[config.mk]
export PLATFORM = sky130hd
export DESIGN_NAME = kamus_wb_stage_flat
export DESIGN_NICKNAME = d
export VERILOG_FILES = /design/src/rtl/kamus_pkg.sv /design/src/rtl/kamus_wb_stage_if.sv /design/src/rtl/kamus_load_align.sv /design/src/rtl/kamus_wb_stage.sv /design/src/flat_wrapper.sv
export SDC_FILE = /design/constraint.sdc
export NUM_CORES = 1
export LEC_CHECK = 0
export BUFFER_PORTS_ARGS = -buffer_cell sky130_fd_sc_hd__buf_4
export CELL_PAD_IN_SITES_DETAIL_PLACEMENT = 0
export CELL_PAD_IN_SITES_GLOBAL_PLACEMENT = 1
export CORE_MARGIN = 3
export CORE_UTILIZATION = 38
export CTS_CLUSTER_DIAMETER = 40
export DETAILED_ROUTE_END_ITERATION = 6
export PLACE_DENSITY = 0.86
export RECOVER_POWER = 25
export SYNTH_ARGS = -nofsm -noshare
export SYNTH_HDL_FRONTEND = slang
export SYNTH_SLANG_ARGS = --single-unit
[constraint.sdc]
create_clock -name clk_i -period 4.08 [get_ports clk_i]
set_input_delay 0.408 -clock clk_i [delete_from_list [all_inputs] [get_ports clk_i]]
set_output_delay 0.408 -clock clk_i [all_outputs]
set_load 0.03 [all_outputs]
[src/rtl/kamus_pkg.sv]
// Shared types for the kamus pipeline: write-back source select, load width/sign
// encoding and the write-back stage FSM states.
package kamus_pkg;

  typedef enum logic [1:0] {
    ALU_RESULT = 2'd0,
    MEM_RESULT = 2'd1,
    PC4_RESULT = 2'd2,
    CSR_RESULT = 2'd3
  } wb_options_e;

  typedef enum logic [2:0] {
    LB  = 3'd0,
    LH  = 3'd1,
    LW  = 3'd2,
    LBU = 3'd4,
    LHU = 3'd5
  } load_type_e;

  typedef enum logic [1:0] {
    WB_EMPTY    = 2'd0,
    WB_WAIT_MEM = 2'd1,
    WB_READY    = 2'd2,
    WB_DRAIN    = 2'd3
  } wb_state_e;

endpackage

[src/rtl/kamus_wb_stage_if.sv]
// MEM/WB boundary bundle: MEM-stage request, L1D response, flush and the
// register-file write port of the write-back stage.
interface kamus_wb_stage_if #(
  parameter int XLEN      = 32,
  parameter int REG_AW    = 5,
  parameter int INSTRET_W = 64
);
  import kamus_pkg::*;

  logic                 mem_valid_i;
  logic                 mem_ready_o;
  logic                 regfile_wr_en_i;
  logic [REG_AW-1:0]    rd_addr_i;
  wb_options_e          wb_sel_i;
  load_type_e           load_type_i;
  logic [1:0]           addr_lsb_i;
  logic [XLEN-1:0]      alu_result_i;
  logic [XLEN-1:0]      pc_plus4_i;
  logic [XLEN-1:0]      csr_rdata_i;
  logic                 l1d_rsp_valid_i;
  logic [XLEN-1:0]      l1d_rsp_data_i;
  logic                 flush_i;
  logic                 regfile_wr_en_o;
  logic [REG_AW-1:0]    rd_addr_o;
  logic [XLEN-1:0]      wb_data_o;
  logic [INSTRET_W-1:0] instret_o;

  modport master (
    output mem_valid_i, regfile_wr_en_i, rd_addr_i, wb_sel_i, load_type_i,
           addr_lsb_i, alu_result_i, pc_plus4_i, csr_rdata_i,
           l1d_rsp_valid_i, l1d_rsp_data_i, flush_i,
    input  mem_ready_o, regfile_wr_en_o, rd_addr_o, wb_data_o, instret_o
  );

  modport slave (
    input  mem_valid_i, regfile_wr_en_i, rd_addr_i, wb_sel_i, load_type_i,
           addr_lsb_i, alu_result_i, pc_plus4_i, csr_rdata_i,
           l1d_rsp_valid_i, l1d_rsp_data_i, flush_i,
    output mem_ready_o, regfile_wr_en_o, rd_addr_o, wb_data_o, instret_o
  );

endinterface

[src/rtl/kamus_load_align.sv]
// Sub-word load alignment: picks the addressed byte/halfword out of the L1D
// word and sign- or zero-extends it.
module kamus_load_align
  import kamus_pkg::*;
#(
  parameter int XLEN = 32
) (
  input  load_type_e      load_type,
  input  logic [1:0]      addr_lsb,
  input  logic [XLEN-1:0] rdata,
  output logic [XLEN-1:0] data
);

  logic [7:0]  byte_s;
  logic [15:0] half_s;

  // Lane select from the low address bits; halfwords only use bit 1.
  always_comb begin
    byte_s = 8'h00;
    case (addr_lsb)
      2'd0:    byte_s = rdata[7:0];
      2'd1:    byte_s = rdata[15:8];
      2'd2:    byte_s = rdata[23:16];
      2'd3:    byte_s = rdata[31:24];
      default: byte_s = 8'h00;
    endcase
    if (addr_lsb[1]) begin
      half_s = rdata[31:16];
    end else begin
      half_s = rdata[15:0];
    end
  end

  // Extension by load type; unknown encodings pass the word through.
  always_comb begin
    data = rdata;
    case (load_type)
      LB:      data = {{(XLEN-8){byte_s[7]}}, byte_s};
      LBU:     data = {{(XLEN-8){1'b0}}, byte_s};
      LH:      data = {{(XLEN-16){half_s[15]}}, half_s};
      LHU:     data = {{(XLEN-16){1'b0}}, half_s};
      LW:      data = rdata;
      default: data = rdata;
    endcase
  end

endmodule

[src/rtl/kamus_wb_stage.sv]
// Write-back stage: MEM/WB entry register, load-response wait/drain FSM,
// register-file write port and retired-instruction counter.
module kamus_wb_stage
  import kamus_pkg::*;
#(
  parameter int XLEN      = 32,
  parameter int REG_AW    = 5,
  parameter int INSTRET_W = 64
) (
  input logic             clk_i,
  input logic             rst_ni,
  kamus_wb_stage_if.slave bus
);

  localparam logic [INSTRET_W-1:0] INSTRET_ONE = {{(INSTRET_W-1){1'b0}}, 1'b1};

  wb_state_e            state_r;
  logic                 wr_en_r;
  logic [REG_AW-1:0]    rd_r;
  load_type_e           load_type_r;
  logic [1:0]           addr_lsb_r;
  logic [XLEN-1:0]      data_r;
  logic                 rf_we_r;
  logic                 ready_r;
  logic [INSTRET_W-1:0] instret_r;

  logic                 accept_s;
  logic [XLEN-1:0]      sel_data_s;
  logic [XLEN-1:0]      aligned_s;

  assign accept_s = bus.mem_valid_i & ready_r & ~bus.flush_i;

  // Result source for non-load instructions; a load's data arrives later.
  always_comb begin
    sel_data_s = {XLEN{1'b0}};
    case (bus.wb_sel_i)
      ALU_RESULT: sel_data_s = bus.alu_result_i;
      MEM_RESULT: sel_data_s = {XLEN{1'b0}};
      PC4_RESULT: sel_data_s = bus.pc_plus4_i;
      CSR_RESULT: sel_data_s = bus.csr_rdata_i;
      default:    sel_data_s = {XLEN{1'b0}};
    endcase
  end

  kamus_load_align #(
    .XLEN (XLEN)
  ) u_align (
    .load_type (load_type_r),
    .addr_lsb  (addr_lsb_r),
    .rdata     (bus.l1d_rsp_data_i),
    .data      (aligned_s)
  );

  // FSM, entry register and commit outputs. The write strobe and counter are
  // set on the edge that enters WB_READY, so they are visible in the commit cycle.
  always_ff @(posedge clk_i or negedge rst_ni) begin
    if (!rst_ni) begin
      state_r     <= WB_EMPTY;
      wr_en_r     <= 1'b0;
      rd_r        <= {REG_AW{1'b0}};
      load_type_r <= LB;
      addr_lsb_r  <= 2'd0;
      data_r      <= {XLEN{1'b0}};
      rf_we_r     <= 1'b0;
      ready_r     <= 1'b1;
      instret_r   <= {INSTRET_W{1'b0}};
    end else begin
      rf_we_r <= 1'b0;
      case (state_r)
        WB_EMPTY, WB_READY: begin
          if (accept_s) begin
            wr_en_r     <= bus.regfile_wr_en_i;
            rd_r        <= bus.rd_addr_i;
            load_type_r <= bus.load_type_i;
            addr_lsb_r  <= bus.addr_lsb_i;
            data_r      <= sel_data_s;
            if (bus.wb_sel_i == MEM_RESULT) begin
              state_r <= WB_WAIT_MEM;
              ready_r <= 1'b0;
            end else begin
              state_r   <= WB_READY;
              ready_r   <= 1'b1;
              rf_we_r   <= bus.regfile_wr_en_i & (|bus.rd_addr_i);
              instret_r <= instret_r + INSTRET_ONE;
            end
          end else begin
            state_r <= WB_EMPTY;
            ready_r <= 1'b1;
          end
        end
        WB_WAIT_MEM: begin
          if (bus.flush_i) begin
            wr_en_r <= 1'b0;
            if (bus.l1d_rsp_valid_i) begin
              state_r <= WB_EMPTY;
              ready_r <= 1'b1;
            end else begin
              state_r <= WB_DRAIN;
              ready_r <= 1'b0;
            end
          end else if (bus.l1d_rsp_valid_i) begin
            data_r    <= aligned_s;
            state_r   <= WB_READY;
            ready_r   <= 1'b1;
            rf_we_r   <= wr_en_r & (|rd_r);
            instret_r <= instret_r + INSTRET_ONE;
          end else begin
            state_r <= WB_WAIT_MEM;
            ready_r <= 1'b0;
          end
        end
        WB_DRAIN: begin
          if (bus.l1d_rsp_valid_i) begin
            state_r <= WB_EMPTY;
            ready_r <= 1'b1;
          end else begin
            state_r <= WB_DRAIN;
            ready_r <= 1'b0;
          end
        end
        default: begin
          state_r <= WB_EMPTY;
          ready_r <= 1'b1;
        end
      endcase
    end
  end

  assign bus.mem_ready_o     = ready_r;
  assign bus.regfile_wr_en_o = rf_we_r;
  assign bus.rd_addr_o       = rd_r;
  assign bus.wb_data_o       = data_r;
  assign bus.instret_o       = instret_r;

endmodule

[src/flat_wrapper.sv]
// flat-port wrapper written by rule: the top's interface ports become plain ports
module kamus_wb_stage_flat import kamus_pkg::*;
#(
  parameter int XLEN      = 32,
  parameter int REG_AW    = 5,
  parameter int INSTRET_W = 64
)
  (clk_i, rst_ni, bus_mem_valid_i, bus_regfile_wr_en_i, bus_rd_addr_i, bus_wb_sel_i, bus_load_type_i, bus_addr_lsb_i, bus_alu_result_i, bus_pc_plus4_i, bus_csr_rdata_i, bus_l1d_rsp_valid_i, bus_l1d_rsp_data_i, bus_flush_i, bus_mem_ready_o, bus_regfile_wr_en_o, bus_rd_addr_o, bus_wb_data_o, bus_instret_o);
  kamus_wb_stage_if #(.XLEN(XLEN), .REG_AW(REG_AW), .INSTRET_W(INSTRET_W)) bus_i ();
  input logic clk_i;
  input logic rst_ni;
  input wire logic [$bits(bus_i.mem_valid_i)-1:0] bus_mem_valid_i;
  input wire logic [$bits(bus_i.regfile_wr_en_i)-1:0] bus_regfile_wr_en_i;
  input wire logic [$bits(bus_i.rd_addr_i)-1:0] bus_rd_addr_i;
  input wire logic [$bits(bus_i.wb_sel_i)-1:0] bus_wb_sel_i;
  input wire logic [$bits(bus_i.load_type_i)-1:0] bus_load_type_i;
  input wire logic [$bits(bus_i.addr_lsb_i)-1:0] bus_addr_lsb_i;
  input wire logic [$bits(bus_i.alu_result_i)-1:0] bus_alu_result_i;
  input wire logic [$bits(bus_i.pc_plus4_i)-1:0] bus_pc_plus4_i;
  input wire logic [$bits(bus_i.csr_rdata_i)-1:0] bus_csr_rdata_i;
  input wire logic [$bits(bus_i.l1d_rsp_valid_i)-1:0] bus_l1d_rsp_valid_i;
  input wire logic [$bits(bus_i.l1d_rsp_data_i)-1:0] bus_l1d_rsp_data_i;
  input wire logic [$bits(bus_i.flush_i)-1:0] bus_flush_i;
  output wire logic [$bits(bus_i.mem_ready_o)-1:0] bus_mem_ready_o;
  output wire logic [$bits(bus_i.regfile_wr_en_o)-1:0] bus_regfile_wr_en_o;
  output wire logic [$bits(bus_i.rd_addr_o)-1:0] bus_rd_addr_o;
  output wire logic [$bits(bus_i.wb_data_o)-1:0] bus_wb_data_o;
  output wire logic [$bits(bus_i.instret_o)-1:0] bus_instret_o;
  assign bus_i.mem_valid_i = bus_mem_valid_i;
  assign bus_i.regfile_wr_en_i = bus_regfile_wr_en_i;
  assign bus_i.rd_addr_i = bus_rd_addr_i;
  assign bus_i.wb_sel_i = bus_wb_sel_i;
  assign bus_i.load_type_i = bus_load_type_i;
  assign bus_i.addr_lsb_i = bus_addr_lsb_i;
  assign bus_i.alu_result_i = bus_alu_result_i;
  assign bus_i.pc_plus4_i = bus_pc_plus4_i;
  assign bus_i.csr_rdata_i = bus_csr_rdata_i;
  assign bus_i.l1d_rsp_valid_i = bus_l1d_rsp_valid_i;
  assign bus_i.l1d_rsp_data_i = bus_l1d_rsp_data_i;
  assign bus_i.flush_i = bus_flush_i;
  assign bus_mem_ready_o = bus_i.mem_ready_o;
  assign bus_regfile_wr_en_o = bus_i.regfile_wr_en_o;
  assign bus_rd_addr_o = bus_i.rd_addr_o;
  assign bus_wb_data_o = bus_i.wb_data_o;
  assign bus_instret_o = bus_i.instret_o;
  kamus_wb_stage #(.XLEN(XLEN), .REG_AW(REG_AW), .INSTRET_W(INSTRET_W)) u_core (.clk_i(clk_i), .rst_ni(rst_ni), .bus(bus_i));
endmodule
; ---- Word level (Yosys, flattened, before mapping)
; Cells that the tools add are included.
[totals]
wordCells = 76
register_bits = 111
inputBits = 146
[classes]
bitwise = 5
reduce_logical = 13
add_sub_neg = 1
n_eq_ne = 17
muxes = 31
[op_table]
columns = operator, count
row1 = $mux 64, 4
row2 = $pmux 32 s4, 2
row3 = $pmux 64 s2, 1
row4 = $mux 32, 3
row5 = $add 64x1->64 const B, 1
row6 = $pmux 32 s2, 1
row7 = $pmux 8 s4, 1
row8 = $mux 16, 1
row9 = $eq 2x2->1 const B, 6
row10 = $mux 2, 5
row11 = $reduce_or 5->1, 2
row12 = $mux 1, 9
row13 = $ne 2x2->1 const B, 4
row14 = $eq 2x1->1 const B, 3
row15 = $eq 3x3->1 const B, 2
row16 = $logic_not 2->1, 3
row17 = $pmux 1 s2, 3
row18 = $pmux 2 s3, 1
row19 = $reduce_and 5->1, 1
row20 = $and 1x1->1, 4
row21 = $reduce_and 4->1, 1
row22 = $reduce_or 2->1, 2
row23 = $eq 3x1->1 const B, 1
row24 = $logic_not 3->1, 1
row25 = other kinds (5), 5

; ---- Longest topological paths before layout
[depth]
ltp_word = 6
depth_mapped = 8
mapped_depth_nobuf = 6

; ---- Modules after synthesis
; Synthesis repeated with hierarchy kept, for this count alone.
[hier_totals]
cells_unflattened = 711
hier_area_um2 = 6501.2
[by_module_without_submodules]
columns = module, area_per_inst_um2, cells_per_inst, n_inst
row1 = kamus_wb_stage, 5833.1, 600, 1
row2 = kamus_load_align, 668.1, 111, 1

; ---- Worst setup path after synthesis
; No wires, ideal clock.
[synth_timing]
path_kind = flip-flop to flip-flop
startpoint = register u_core.instret_r[42], in the netlist u_core.bus.instret_o[42]
endpoint = register u_core.instret_r[63], in the netlist u_core.bus.instret_o[63]
t_arrival_ns = 2.140
path_stages_with_launch = 7
n_path_buf = 1
path_slack_ns = 1.860
t_required_ns = 4.000
cell_sequence = dfrtp_1 nand4_2 or4_1 buf_2 or4_4 nor3_2 xor2_1
[synth_via]
elab_chain_len = 4
elab_cells_between_ends = 6
classes_between = add/sub: 1 / mux: 5
[synth_rtl]
columns = item, line
row1 = from (decl), kamus_wb_stage.sv:25  ; logic [INSTRET_W-1:0] instret_r;
row2 = from (signal assigned), kamus_wb_stage.sv:66  ; instret_r <= {INSTRET_W{1'b0}};
row3 = from (signal assigned), kamus_wb_stage.sv:84  ; instret_r <= instret_r + INSTRET_ONE;
row4 = from (signal assigned), kamus_wb_stage.sv:106  ; instret_r <= instret_r + INSTRET_ONE;
row5 = $add 64x1->64 *, "kamus_wb_stage.sv:84, kamus_wb_stage.sv:106"
row6 = $mux 64 (on tied branches), "kamus_wb_stage.sv:101, kamus_wb_stage.sv:77"
row7 = $mux 64 (on tied branches), "kamus_wb_stage.sv:92, kamus_wb_stage.sv:71"
row8 = $pmux 64 s2 *, kamus_wb_stage.sv:69  ; case (state_r)
; Mark *: on every way between the ends. The rest lies on a longest branch, timed or not. The select of a mux whose other input is x is not followed.
; A chain may end at the register's enable or synchronous reset.

; ---- Final worst setup path
[layout_timing]
startpoint = register u_core.state_r[0]
endpoint = register u_core.instret_r[59], in the netlist u_core.bus.instret_o[59]
[layout_via]
elab_chain_len = 4
elab_cells_between_ends = 11
classes_between = eq/ne: 6 / mux: 1 / reduce/logical: 4
[layout_rtl]
columns = item, line
row1 = from (decl), kamus_wb_stage.sv:17  ; wb_state_e state_r;
row2 = from (signal assigned), kamus_wb_stage.sv:58  ; state_r <= WB_EMPTY;
row3 = from (signal assigned), kamus_wb_stage.sv:78  ; state_r <= WB_WAIT_MEM;
row4 = from (signal assigned), kamus_wb_stage.sv:81  ; state_r <= WB_READY;
row5 = $eq 2x2->1 or $logic_not 2->1 (tied branches), kamus_wb_stage.sv:69
row6 = $reduce_or 2->1, kamus_wb_stage.sv:69
row7 = $ne 2x2->1 (no source line) (tied with other cells), -
row8 = $reduce_and 5->1 (no source line), -
; Parallel ways exist; a longest one is shown, timed or not.

==> flow_metrics.tcl <==
set metrics [dict create \
    antenna_left 0 \
    status "finished, violations left" \
    crit_fanout 11 \
    clk_pin_slew_ps 80 \
    portBuffers 248 \
    combinationalPowerShare_pct 31.0 \
    synthTopCellsByArea "dfrtp_1 45%, nand2_1 7.0%, xor2_1 5.5%, a21oi_1 5.4%, mux2i_1 5.4%" \
    syn_to_final_growth_pct 37.9 \
    synth.most_common_cell "nand2_1" \
    grt_overflow 0 \
    clock_sinks 111 \
    antenna_found_initial 0 \
    dpl.hpwl_mm 15.4 \
    drcViolationCount 0 \
    synth_cell_types 49 \
    fin_crit_sh_pct 68.3 \
    cp-end-kind "register" \
    p_per_area_nw_per_um2 381 \
    drv_slew 56 \
    cp.required_ps 4360 \
    htreeDepth 3 \
    p_leak_uw 0.00417 \
    yosys_register_bits 111 \
    max-slew-margin-rel_pct -102 \
    ys_seq_area_share_pct 45.0 \
    layout.nets 1064 \
    fin_skew_ps 11.9 \
    switching_share_pct 36.0 \
    wirelength_mm 20.3 \
    ctsHoldBuffers 0 \
    cp-start-kind "register" \
    fp-row-count 45 \
    synthCells 688 \
    synth_edf_count 0 \
    yosys.area.top_type_share_pct 44.6 \
    layout_min_cycle_time_ps 2790 \
    yosys-top-cells-count "115 x nand2_1, 110 x dfrtp_1, 66 x a21oi_1" \
    first_global_vias 5598 \
    yosysTopAreaCell "dfrtp_1" \
    postSynthNetCount 837 \
    grt_pass1_wl_mm 31.7 \
    async_reset_ff_share_pct 100 \
    io-pin-count 249 \
    wl_per_cell_um 17.9 \
    cts.path.max_buffers 2 \
    crit_type "reg -> reg" \
    hold_ws_ps 243 \
    die_h_um 133 \
    vias 5872 \
    maxCapViolCount 1 \
    drive_above_1_share_pct 31.5 \
    track_usage_pct 22.2 \
    post_cts_buffers 0 \
    avgSynthCellArea_um2 8.97 \
    worstMarginPinSlew_ps 3030 \
    core_area_um2 15500 \
    cts_made_buffers 9 \
    max-vdd-ir-drop_mv 0.213 \
    max_freq_mhz 359 \
    syn_area_um2 6170 \
    violations "max-capacitance violations, max-slew violations" \
    power.share.clock_pct 27.5 \
    setup_viol 0 \
    antenna_cells 0 \
    vias_per_cell 5.19 \
    hold_viol 0 \
    min_path_type "in -> reg" \
    initial_utilization_pct 39.7 \
    die_x_um 133 \
    setup-tns-final_ps 0 \
    grt_max_degree 56 \
    p_seq_share_pct 41.6 \
    first_iter_violations 368 \
    cts_tree "yes" \
    p_int_uw 2070 \
    cts-root-buf "clkbuf_16" \
    die_area_um2 17800 \
    power_switching_uw 1170 \
    critical_path_arrival_ps 3060 \
    rsz0062_at_grt "false" \
    cts_resized 0 \
    ys.flop_type "dfrtp_1" \
    drtPass1Iterations 5 \
    insertion_delay_ps 360 \
    yosysWarnings 0 \
    gp_congestion 0.854 \
]
-- metrics by stage --
step	instances	power (uW)	util [%]	worst slack [ps]	cell area, um^2
2_1_floorplan	688	1920	-	1860	6170
3_3_place_gp	1115	2370	52.9	1360	8220
3_5_place_dp	1115	2380	52.9	1270	8220
4_1_cts	1131	3280	54.8	1310	8520
5_1_grt	1131	3410	54.8	680	8510
6_report	1131	3240	54.8	1290	8510
-- power groups by stage --
stage | Sequential, uW | Combinational [uW] | Clock [uW]
after floorplan | 1570 | 351 | 0
after global placement | 1360 | 1000 | 0
after detailed placement | 1370 | 1010 | 0
after CTS | 1350 | 1020 | 916
after global routing | 1370 | 1090 | 952
final | 1350 | 1000 | 890
-- critical path, stage by stage (launching register included) --
cell	delay [ps]
dfrtp_1	520
nand4bb_1	360
a211oi_1	560
nand4_1	560
nor4_1	510
xor2_1	180
-- per-layer routing --
| metal | track usage, % | vias up | wire (um) | part of all wire (%) |
|---|---|---|---|---|
| met2 | 36.0 | 165 | 9790 | 48 |
| met5 | 0 | - | 0 | 0 |
| met4 | 4.74 | 0 | 224 | 1.1 |
| met1 | 30.8 | 2795 | 9090 | 45 |
| li1 | - | 2901 | - | - |
| met3 | 4.87 | 11 | 1140 | 5.6 |
-- registers in the layout (all words and copies together), names as in the netlist --
| register | count |
|---|---|
| u_core.bus.wb_data_o | 32 |
| u_core.wr_en_r | 1 |
| u_core.load_type_r | 3 |
| u_core.bus.mem_ready_o | 1 |
| u_core.addr_lsb_r | 2 |
| u_core.bus.regfile_wr_en_o | 1 |
| u_core.state_r | 2 |
| u_core.bus.rd_addr_o | 5 |
| u_core.bus.instret_o | 64 |
-- cell usage in the layout (no fill, tap or decap), drive strengths merged, types with 5 or more instances in the layout --
cell,instances
o22ai,16
inv,14
xnor2,24
nor2,43
a22oi,7
buf,258
o211ai,9
nand2b,11
nor3,17
a22o,10
a21oi,66
clkbuf,10
nand4,21
or4,5
dfrtp,110
xor2,39
o21ai,36
nor4,13
a31oi,7
mux2i,33
nand2,115
nand3,18
-- final timing paths --
kind | startpoint | endpoint | slack [ps] | depth (start not counted)
setup / recovery | u_core.state_r[0] | u_core.bus.instret_o[59] | 1290 | 5
setup reg to reg | u_core.state_r[0] | u_core.bus.instret_o[59] | 1290 | 5
hold / removal | bus_addr_lsb_i[0] | u_core.addr_lsb_r[0] | 240 | 3
min in group asynchronous | rst_ni | u_core.bus.instret_o[49] | 1040 | 1
hold reg to reg | u_core.bus.instret_o[63] | u_core.bus.instret_o[63] | 470 | 1
max in group asynchronous | rst_ni | u_core.wr_en_r | 1320 | 1
-- layout make-up --
| class | instances | area, um^2 |
|---|---|---|
| flip-flops and latches | 111 | 2780 |
| multi-input cells | 524 | 3200 |
| fillers | 1507 | 7030 |
| clock inverters | 7 | 72.6 |
| well taps | 211 | 264 |
| repair buffers | 259 | 1940 |
| clock buffers | 9 | 225 |
| inverters | 10 | 37.5 |
-- cell families (layout without fill, tap and decap cells) --
family,after synthesis,after routing,share of synthesized area (%)
AO/OA/AOI/OAI,157,157,14.8
AND/OR/NAND/NOR,265,265,21.1
buffers and inverters,53,285,3.39
XOR/XNOR,63,63,8.94
adder cells (fa/ha/maj),3,3,0.608
flip-flops,111,111,45.0
multiplexers,36,36,6.08
Power figures use the tool's default switching activity.
